File: src/rtl/gb_cpu_common_pkg.sv
`default_nettype none
// ============================================================================
//  Module      : gb_cpu_common_pkg
//  Description : Shared CPU types and constants: interrupt indices, vector
//                base, IE/IF bus addresses and dispatch sequencer states.
//  Revision    : 1.0 - initial release
// ============================================================================
package gb_cpu_common_pkg;

    localparam int         IRQ_COUNT    = 5;
    localparam logic [7:0] IRQ_VEC_BASE = 8'h40;
    localparam logic [15:0] ADDR_IE     = 16'hFFFF;
    localparam logic [15:0] ADDR_IF     = 16'hFF0F;

    // Bit position of each request in IE/IF; lower index wins arbitration.
    typedef enum logic [2:0] {
        VBLANK = 3'd0,
        STAT   = 3'd1,
        TIMER  = 3'd2,
        SERIAL = 3'd3,
        JOYPAD = 3'd4
    } irq_idx_t;

    // Encoding equals the dispatch M-cycle number, so the state doubles as
    // the externally visible cycle counter.
    typedef enum logic [2:0] {
        IDLE = 3'd0,
        D1   = 3'd1,
        D2   = 3'd2,
        D3   = 3'd3,
        D4   = 3'd4,
        D5   = 3'd5
    } irq_dispatch_state_t;

    // Vector for a request index: 40, 48, 50, 58, 60.
    function automatic logic [7:0] irq_vector(input logic [2:0] idx);
        return IRQ_VEC_BASE + {2'b00, idx, 3'b000};
    endfunction

endpackage
`default_nettype wire

File: src/rtl/gb_cpu_irq_prio_enc.sv
`default_nettype none
// ============================================================================
//  Module      : gb_cpu_irq_prio_enc
//  Description : Fixed-priority encoder over the pending interrupt bits.
//                Bit 0 (VBlank) has highest priority.
//  Revision    : 1.0 - initial release
// ============================================================================
module gb_cpu_irq_prio_enc
    import gb_cpu_common_pkg::*;
(
    input  logic [4:0] i_pending,
    output logic       o_valid,
    output logic [2:0] o_index,
    output logic [7:0] o_vector,
    output logic [4:0] o_ack_mask
);

    // Scan from lowest priority upward so the lowest set bit wins.
    always_comb begin
        o_valid    = |i_pending;
        o_index    = 3'd0;
        for (int i = IRQ_COUNT - 1; i >= 0; i--) begin
            if (i_pending[i]) begin
                o_index = 3'(i);
            end
        end
        o_ack_mask = o_valid ? (5'b00001 << o_index) : 5'b00000;
        o_vector   = o_valid ? irq_vector(o_index) : 8'h00;
    end

endmodule
`default_nettype wire

File: src/rtl/gb_cpu_interrupt_ctrl.sv
`default_nettype none
// ============================================================================
//  Module      : gb_cpu_interrupt_ctrl
//  Description : IE/IF registers, IME and the five M-cycle interrupt
//                dispatch sequencer feeding the CPU control unit.
//  Revision    : 1.0 - initial release
// ============================================================================
module gb_cpu_interrupt_ctrl
    import gb_cpu_common_pkg::*;
#(
    parameter logic [4:0] IF_RESET = 5'h01,
    parameter logic [7:0] IE_RESET = 8'h00
) (
    input  logic        clk,
    input  logic        reset,
    input  logic [4:0]  irq_req,
    input  logic [15:0] bus_addr,
    input  logic [7:0]  bus_wdata,
    input  logic        bus_wren,
    output logic [7:0]  bus_rdata,
    output logic        bus_hit,
    input  logic        cmd_ei,
    input  logic        cmd_di,
    input  logic        cmd_reti,
    input  logic        last_m_cycle,
    output logic        interrupt_queued,
    output logic        interrupt_queued_no_IME,
    output logic        enable_interrupts_delayed,
    output logic        dispatch_active,
    output logic [2:0]  dispatch_cycle,
    output logic        write_interrupt_vector,
    output logic [7:0]  interrupt_vector
);

    logic [4:0]          r_if;
    logic [7:0]          r_ie;
    logic                r_ime;
    logic                r_ei_pending;
    irq_dispatch_state_t r_state;
    logic                r_active;
    logic                r_write_vec;
    logic [7:0]          r_vector;

    logic [4:0]          w_pending;
    logic                w_ie_sel;
    logic                w_if_sel;
    logic                w_enc_valid;
    logic [2:0]          w_enc_index;
    logic [7:0]          w_enc_vector;
    logic [4:0]          w_enc_ack;
    logic [4:0]          w_ack;
    logic [4:0]          w_if_next;
    logic                w_start;

    assign w_pending = r_ie[4:0] & r_if;
    assign w_ie_sel  = (bus_addr == ADDR_IE);
    assign w_if_sel  = (bus_addr == ADDR_IF);

    gb_cpu_irq_prio_enc u_prio_enc (
        .i_pending  (w_pending),
        .o_valid    (w_enc_valid),
        .o_index    (w_enc_index),
        .o_vector   (w_enc_vector),
        .o_ack_mask (w_enc_ack)
    );

    // Combinational register readback; unused IF bits read as 1.
    always_comb begin
        bus_hit   = w_ie_sel | w_if_sel;
        bus_rdata = 8'h00;
        if (w_if_sel) begin
            bus_rdata = {3'b111, r_if};
        end else if (w_ie_sel) begin
            bus_rdata = r_ie;
        end
    end

    assign interrupt_queued          = r_ime & (|w_pending) & ~r_active;
    assign interrupt_queued_no_IME   = ~r_ime & (|w_pending);
    assign enable_interrupts_delayed = r_ei_pending;
    assign dispatch_active           = r_active;
    assign dispatch_cycle            = r_state;
    assign write_interrupt_vector    = r_write_vec;
    assign interrupt_vector          = r_vector;

    assign w_start = (r_state == IDLE) & interrupt_queued & last_m_cycle;
    assign w_ack   = (r_state == D4) ? w_enc_ack : 5'b00000;

    // IF next value: bus write, then acknowledge, then new requests on top.
    always_comb begin
        w_if_next = r_if;
        if (bus_wren && w_if_sel) begin
            w_if_next = bus_wdata[4:0];
        end
        w_if_next = w_if_next & ~w_ack;
        w_if_next = w_if_next | irq_req;
    end

    // IE/IF storage.
    always_ff @(posedge clk) begin
        if (reset) begin
            r_if <= IF_RESET;
            r_ie <= IE_RESET;
        end else begin
            r_if <= w_if_next;
            if (bus_wren && w_ie_sel) begin
                r_ie <= bus_wdata;
            end
        end
    end

    // IME and the one-instruction EI delay; later statements take priority.
    always_ff @(posedge clk) begin
        if (reset) begin
            r_ime        <= 1'b0;
            r_ei_pending <= 1'b0;
        end else begin
            if (cmd_ei && !r_ime) begin
                r_ei_pending <= 1'b1;
            end
            if (r_ei_pending && last_m_cycle) begin
                r_ime        <= 1'b1;
                r_ei_pending <= 1'b0;
            end
            if (cmd_reti) begin
                r_ime <= 1'b1;
            end
            if (r_state == D1) begin
                r_ime        <= 1'b0;
                r_ei_pending <= 1'b0;
            end
            if (cmd_di) begin
                r_ime        <= 1'b0;
                r_ei_pending <= 1'b0;
            end
        end
    end

    // Dispatch sequencer with registered strobes and latched vector.
    always_ff @(posedge clk) begin
        if (reset) begin
            r_state     <= IDLE;
            r_active    <= 1'b0;
            r_write_vec <= 1'b0;
            r_vector    <= 8'h00;
        end else begin
            case (r_state)
                IDLE: begin
                    if (w_start) begin
                        r_state  <= D1;
                        r_active <= 1'b1;
                    end
                end
                D1: r_state <= D2;
                D2: r_state <= D3;
                D3: r_state <= D4;
                D4: begin
                    r_state     <= D5;
                    r_vector    <= w_enc_valid ? w_enc_vector : 8'h00;
                    r_write_vec <= 1'b1;
                end
                D5: begin
                    r_state     <= IDLE;
                    r_write_vec <= 1'b0;
                    r_active    <= 1'b0;
                end
                default: begin
                    r_state     <= IDLE;
                    r_write_vec <= 1'b0;
                    r_active    <= 1'b0;
                end
            endcase
        end
    end

endmodule
`default_nettype wire

File: config.mk
export PLATFORM = sky130hd
export DESIGN_NAME = gb_cpu_interrupt_ctrl
export DESIGN_NICKNAME = d
export VERILOG_FILES = /design/src/rtl/gb_cpu_common_pkg.sv /design/src/rtl/gb_cpu_irq_prio_enc.sv /design/src/rtl/gb_cpu_interrupt_ctrl.sv
export SDC_FILE = /design/constraint.sdc
export NUM_CORES = 1
export LEC_CHECK = 0
export ABC_AREA = 1
export BUFFER_PORTS_ARGS = -buffer_cell sky130_fd_sc_hd__buf_2
export CORE_ASPECT_RATIO = 1.1
export CORE_UTILIZATION = 48
export CTS_BUF_LIST = sky130_fd_sc_hd__clkbuf_8
export DETAILED_ROUTE_END_ITERATION = 16
export HOLD_SLACK_MARGIN = 0.1
export PLACE_DENSITY = 0.8
export SYNTH_ARGS = -nofsm -noshare
export SYNTH_HDL_FRONTEND = slang
export SYNTH_SLANG_ARGS = --single-unit
export TNS_END_PERCENT = 5
File: constraint.sdc
create_clock -name clk -period 1.5 [get_ports clk]
set_clock_uncertainty 0.2 [all_clocks]
set_input_delay 0.3 -clock clk [delete_from_list [all_inputs] [get_ports clk]]
set_output_delay 0.3 -clock clk [all_outputs]
set_load 0.01 [all_outputs]
Word-level counts from Yosys, hierarchy flattened
Cells that the tools add are included.
- flip-flop bits (word level): 28
- add/subtract/negate cells: 1
- eq/ne operators: 7
- shift-type cells: 1
- muxes and demuxes: 18
- bitwise operators: 13
- reduce and logical (&&, ||, !) cells: 13
- operators by type and width (operator ; count):
    $eq 16x16->1 const B ; 2
    $mux 8 ; 3
    $mux 3 ; 6
    $mux 5 ; 3
    $pmux 3 s5 ; 1
    $reduce_or 4->1 ; 3
    $and 5x5->5 ; 2
    $add 7x6->8 const A ; 1
    $eq 3x2->1 const B ; 2
    $and 1x1->1 ; 5
    $not 5->5 ; 1
    $or 5x5->5 ; 1
    $reduce_or 5->1 ; 1
    $shl 1x3->5 const A ; 1
    $logic_and 1x1->1 ; 4
    $pmux 1 s2 ; 2
    $eq 3x1->1 const B ; 1
    $eq 3x3->1 const B ; 1
    $logic_not 3->1 ; 1
    $mux 1 ; 3
    $not 1->1 ; 3
    $reduce_or 3->1 ; 1
    $ne 2x2->1 const B ; 1
    $reduce_and 2->1 ; 1
    other kinds (3) ; 3

Logic depth before layout (Yosys ltp)
Gate-level depths: netlist of the first run.
- word-level depth: 12
- mapped depth: 8
- mapped depth without buffers: 8

Cells and area by module
From an unflattened synthesis of the first run, not the netlist that was laid out.
- cells, all modules: 238
- area total of the unflattened synthesis: 1537.7 µm²
- by module, submodules not included (module ; instances ; cells each ; area an instance (µm²) ; seq. area each (µm²)):
    gb_cpu_interrupt_ctrl ; 1 ; 212 ; 1407.6 ; 560.5
    gb_cpu_irq_prio_enc ; 1 ; 26 ; 130.1 ; 0.0

Worst setup path before layout of the first run
No wires, ideal clock.
- kind: in2out
- start: input bus_addr[14]
- end: output bus_rdata[5]
- data arrival time: 1.088 ns
- setup slack: -0.088 ns
- stages: 6
- buffers on the path: 0
- cells stage by stage: nand2_1 > inv_1 > nand2_1 > nor2_4 > nand4_4 > o21ai_0
- cells in the longest elaborated chain, start to end: 3
- RTL lines (item ; line ; RTL):
    start: declaration ; gb_cpu_interrupt_ctrl.sv:17 ; input logic [15:0] bus_addr,
    $eq 16x16->1 ; gb_cpu_interrupt_ctrl.sv:56 ; assign w_ie_sel = (bus_addr == ADDR_IE);
    $mux 8 ; gb_cpu_interrupt_ctrl.sv:73 ; end else if (w_ie_sel) begin
    $mux 8 * ; gb_cpu_interrupt_ctrl.sv:71 ; if (w_if_sel) begin
    end: declaration ; gb_cpu_interrupt_ctrl.sv:20 ; output logic [7:0] bus_rdata,
Mark *: on every way between the ends. The rest lies on a longest branch, timed or not.

Worst setup path in the final report of the first run
- start: input bus_addr[11]
- end: output bus_rdata[1]
Same word-level chain as after synthesis.

==> impl_metrics.toml, run 1 <==
[worst_setup_path]
r2r_end = "r_if[3]"
r2r_start = "r_if[1]"
crit_required_ps = 1000
worstPathMaxFanout = 4
slowest_stage = "nor2_4"
start_kind = "input pin"
crit_path_end_kind = "output pin"
crit_buf_inv = 2
cpPeakStageDelay_ps = 240
startpoint = "bus_addr[11]"
reg2reg_setup_slack_ps = 100
path_class = "input pin to output pin"
worstSetupEndpoint = "bus_rdata[1]"
crit_cells = 6
crit_family = "simple AND/OR/NAND/NOR gates"
path_cells = "buf_6, nand4_1, nor2_4, nand4_2, o22ai_2, buf_2"
worstRegToRegCells = 7
critPathArrivalTime_ps = 1250

[clock_tree]
clkSlewWorstSetupHoldPaths_ps = 80
cts_tree = "built"
insertion_delay_ps = 270
cts.sinks = 24
clockRootBuffer = "clkbuf_8"
cts_buffer_depth = 2
cts_buffers = 3
htree_num_levels = 1

[sta]
setup_viol = 11
fin_crit_ps = 1750
hold_ws_ps = 110
fmax_mhz = 572
slew_viol_final = 0
fin_ws_ps = -250
rsz0062_at_grt = "true"
fin_crit_sh_pct = 117
finalHoldViolCount = 0

[flow_run]
drv_cap = 0

[synthesis]
synth_cells = 200
synth_area_um2 = 1320
ys.flop_type = "dfxtp_1"
synth_edf_count = 0
yosysSeqAreaShare_pct = 36.3
yosys_register_bits = 24
syn_area_per_cell_um2 = 6.61
yosys.cell_types.count = 21
yosysWarnings = 0
synth-async-reset-ratio_pct = 0

[die]
dieArea_um2 = 2970
initial_core_util_pct = 52.0
fp.dieH_um = 57.1
placementRows = 19
core_um2 = 2540
chipWidth_um = 52.0
io_pins = 61

[place]
dp.cells = 299
hpwlAfterDp_um = 2600
portBuffers = 56
globalplace.congestion = 0.817

[layout]
stdcell_count = 317
syn_to_final_growth_pct = 54.1
drive_above_1_share_pct = 39.9
multiInputGateArea_um2 = 763
diodes = 0
nets = 324
fill_cells = 207
final_common_cell = "buf_2"
layout_common_cells = "buf_2, inv_1, nand2_1"
seqCellArea_um2 = 489

[routing]
drtAntennaViolNets = 0
wirelength_um = 3620
routedWlPerCell_um = 11.4
vias_per_cell = 5.04
num_vias = 1598
drc = 0
drtIter0Drc = 32
first_pass_iters = 4

[power_and_ir_drop]
vdd_ir_drop_max_uv = 576
p_leak_nw = 1.03
power_density_nw_per_um2 = 629

[grt]
grt_usage_pct = 26.8
grt_overflow_total = 0
antenna_found_initial = 0
grt_pass1_wl_um = 6040
grt_max_degree = 13
grt_pass1_vias = 1493

[outcome]
status = "complete, but fails checks"
violations = "setup timing"

[worst_hold_path]
hp-class = "input pin to flip-flop"
[routing by layer]
layer  track usage, %  vias to the layer above  share of wire (%)
met5                0                        -                  0
met3             4.80                        5                5.0
met4             10.4                        0                1.6
met1             30.4                      726                 41
met2             48.4                       57                 52
li1                 -                      810                  -
[how the worst min path moves through the flow]
stage,start,to,slack [ps],cells after the start
global placement,interrupt_vector[6],interrupt_vector[6],250,2
finish,bus_wdata[1],r_ie[1],110,3
global route,bus_wdata[1],r_ie[1],100,3
CTS,bus_wdata[2],r_ie[2],110,3
detailed placement,interrupt_vector[3],interrupt_vector[3],250,2
floorplan,reset,interrupt_vector[3],170,1
[logic make-up after synthesis]
kind of cell,after synthesis,share of synthesized area (%)
other,1,0.284
and+or+nand+nor,97,35.8
buffers and inverters,43,13.7
AOI/OAI and AO/OA,35,13.9
DFF,24,36.3
[timing repair]
action                                  4_1_cts  5_1_grt
gates cloned                                  1        0
endpoints found under the setup margin       11       20
hold endpoints to repair                     11        0
hold buffers                                 13        0
buffers inserted                              1        0
gates resized for setup                      16       10
pin swaps                                     3        0
[power by group]
part	switching [W]	total, W	leakage (nW)	internal, W
registers	0.00000994	0.000666	0.197	0.000656
clock network	0.000204	0.000384	0.0216	0.000180
logic	0.000117	0.000233	0.811	0.000116
total	0.000331	0.00128	1.03	0.000952
[cell usage after synthesis, types with 3 or more instances]
| master | instances | area [µm²] |
|---|---|---|
| o21ai_0 | 14 | 70.1 |
| dfxtp_1 | 24 | 480 |
| nor2_4 | 3 | 33.8 |
| nand2_1 | 36 | 135 |
| nor3_1 | 3 | 15.0 |
| nor2_1 | 29 | 109 |
| nand3_1 | 10 | 50.1 |
| inv_1 | 35 | 131 |
| a21oi_1 | 15 | 75.1 |
| nand4_1 | 8 | 50.1 |
| o22ai_1 | 5 | 31.3 |
| nand2_2 | 3 | 18.8 |
| buf_4 | 4 | 30.0 |
[through the flow]
step	cell area (µm²)	total power [W]	worst slack (ps)	TNS, ps	util, %
4_1_cts	2010	0.00128	-256	-2550	78.9
2_1_floorplan	1380	0.000779	-44.4	-336	-
3_5_place_dp	1770	0.000869	-282	-3790	69.6
6_report	2040	0.00128	-250	-2390	80.1
5_1_grt	2040	0.00134	-321	-3260	80.1
3_3_place_gp	1770	0.000866	-245	-2940	69.6
[flip-flops by register name (all words and copies together) (netlist names)]
register                   count
write_interrupt_vector         1
dispatch_active                1
dispatch_cycle                 3
r_ie                           8
r_ime                          1
r_if                           5
interrupt_vector               4
enable_interrupts_delayed      1
[worst reg2reg max path: stages, from the launching register on]
cell     delay [ps]
dfxtp_2         330
nand2_1          90
nand2_2          80
buf_4           140
nor3_4          210
nand2_1         100
nand3_1          90
a21oi_1          60
[cell type report]
type                            instances  area share [%]
Inverter                               38            7.43
Tap cell                               31            1.90
Multi-Input combinational cell        137            37.4
Clock buffer                            3            2.03
Timing Repair Buffer                   84            27.2
Sequential cell                        24            24.0
No activity file was read; power rests on OpenSTA's default activity.
==> inputs of run 2 (changes only) <==
CORE_MARGIN = 5   (was not set)
clock period = 1.7 ns   (was 1.5 ns; I/O delays follow)
==> run 2 against run 1 <==
Effect of this change:
- the run still ends with setup timing left
- sequential share of layout area increased by 3.0 points
- clock power rose by 1%
- clock-buffer cell count rose by 1
- hold slack worse by 8.3 ps
- total power fell by 11%
- combinational power fell by 32%
- setup slack gained 140 ps
- cell area fell by 11%
- non-clock buffer count decreased by 17
- largest cell class unchanged
- largest power group unchanged
- highest routed layer unchanged
==> impl_metrics.toml, run 2 (synthesis results as in run 1) <==
[outcome]
status = "complete, but fails checks"
violations = "setup timing"

[routing]
vias_per_cell = 4.81
wirelength_um = 3430
drtAntennaViolNets = 0
routedWlPerCell_um = 11.4
drc = 0
first_pass_iters = 4
drtIter0Drc = 42
num_vias = 1452

[sta]
fin_crit_ps = 1800
slew_viol_final = 0
fin_crit_sh_pct = 106
fmax_mhz = 554
hold_ws_ps = 102
rsz0062_at_grt = "true"
setup_viol = 9
fin_ws_ps = -105
setup_tns_ps = -655
finalHoldViolCount = 0

[place]
dp.cells = 296
globalplace.congestion = 0.811
preCtsSetupSlack_ps = -213
portBuffers = 56
hpwlAfterDp_um = 2690

[grt]
grt_overflow_total = 0
grt_max_degree = 16
grt_usage_pct = 18.0
antenna_found_initial = 0
grt_pass1_vias = 1454
grt_pass1_wl_um = 5520

[layout]
fill_cells = 260
drive_above_1_share_pct = 38.3
stdcell_count = 302
diodes = 0
nets = 306
multiInputGateArea_um2 = 712
final_common_cell = "buf_2"
seqCellArea_um2 = 489
layout_common_cells = "buf_2, inv_1, nand2_1, nor2_1, dfxtp_1"
syn_to_final_growth_pct = 37.1
largest_reg_flops = 8
top_register = "r_ie"

[die]
placementRows = 20
initial_core_util_pct = 48.9
io_pins = 61
dieArea_um2 = 3910
core_um2 = 2700
chipWidth_um = 60.0
fp.dieH_um = 65.1

[clock_tree]
clockRootBuffer = "clkbuf_8"
postCtsSetupRepairBufs = 0
cts_tree = "built"
htree_num_levels = 1
insertion_delay_ps = 270
clkSlewWorstSetupHoldPaths_ps = 80
cts_buffer_depth = 2
cts.sinks = 24
cts_buffers = 3

[worst_setup_path]
reg2reg_setup_slack_ps = 200
path_class = "input pin to output pin"
critPathArrivalTime_ps = 1260
r2r_end = "r_if[3]"
worstPathMaxFanout = 9
r2r_start = "dispatch_cycle[0]"
crit_required_ps = 1160
worstRegToRegCells = 6
crit_path_end_kind = "output pin"
start_kind = "input pin"

[power_and_ir_drop]
p_leak_nw = 0.919
vdd_ir_drop_max_uv = 379
power_density_nw_per_um2 = 630
power_w = 0.00114

[worst_hold_path]
hp-start = "irq_req[1]"
holdPathEnd = "r_if[1]"
hp-class = "input pin to flip-flop"
hold_depth = 3

[flow_run]
drv_cap = 0
-- run 2: cell types whose count changed in the layout (fill, tap and decap cells not counted), sizes merged --
cell and change:
buf -6, dlygate4sd3 -11, clkinvlp -1, nand4 -1, clkbuf +1, inv +1
-- run 2: power by group --
part	internal [W]	total, W	switching (W)
Clock	0.000207	0.000389	0.000182
Combinational	0.0000707	0.000159	0.0000878
Sequential	0.000579	0.000594	0.0000154
Total	0.000856	0.00114	0.000286
-- run 2: how the worst max path moves through the flow --
stage | from | end | cells past startpoint
CTS | bus_addr[13] | bus_rdata[4] | 8
global route | bus_addr[13] | bus_rdata[5] | 8
finish | bus_addr[13] | bus_rdata[5] | 8
floorplan | bus_addr[14] | bus_rdata[5] | 6
global placement | bus_addr[14] | bus_rdata[4] | 8
detailed placement | bus_addr[13] | bus_rdata[4] | 8
-- run 2: layer usage --
layer	global-route usage [%]	vias to the layer above	share of wire, %
met5	0	-	0
met4	6.37	0	1.6
met3	4.78	7	8.7
met2	34.2	47	50
met1	17.9	628	40
li1	-	770	-
-- run 2: layout make-up --
cell class              count  area share (%)
clock buffers               4            3.04
inverters                  38            8.14
multi-input cells         136            39.3
flip-flops and latches     24            27.0
well taps                  33            2.28
repair buffers             67            20.3
-- run 2: timing repair --
action | in CTS | in global routing
pin swaps | 0 | 1
resized for setup | 12 | 11
setup endpoints to repair | 11 | 11
hold endpoints to repair | 2 | 0
hold buffers | 2 | 0
-- run 2: per-stage QoR --
stage,util (%),instance area [µm²]
after floorplan,-,1330
after global placement,62.5,1690
after detailed placement,62.5,1690
after CTS,66.0,1780
after global routing,67.1,1810
final,67.1,1810
-- run 2: critical path, cell delays in order --
cell and delay [ps]:
buf_2 90, nand2_1 50, inv_1 60, nand2_2 50
nor2_4 150, nand4_4 180, o21ai_1 180, buf_2 150
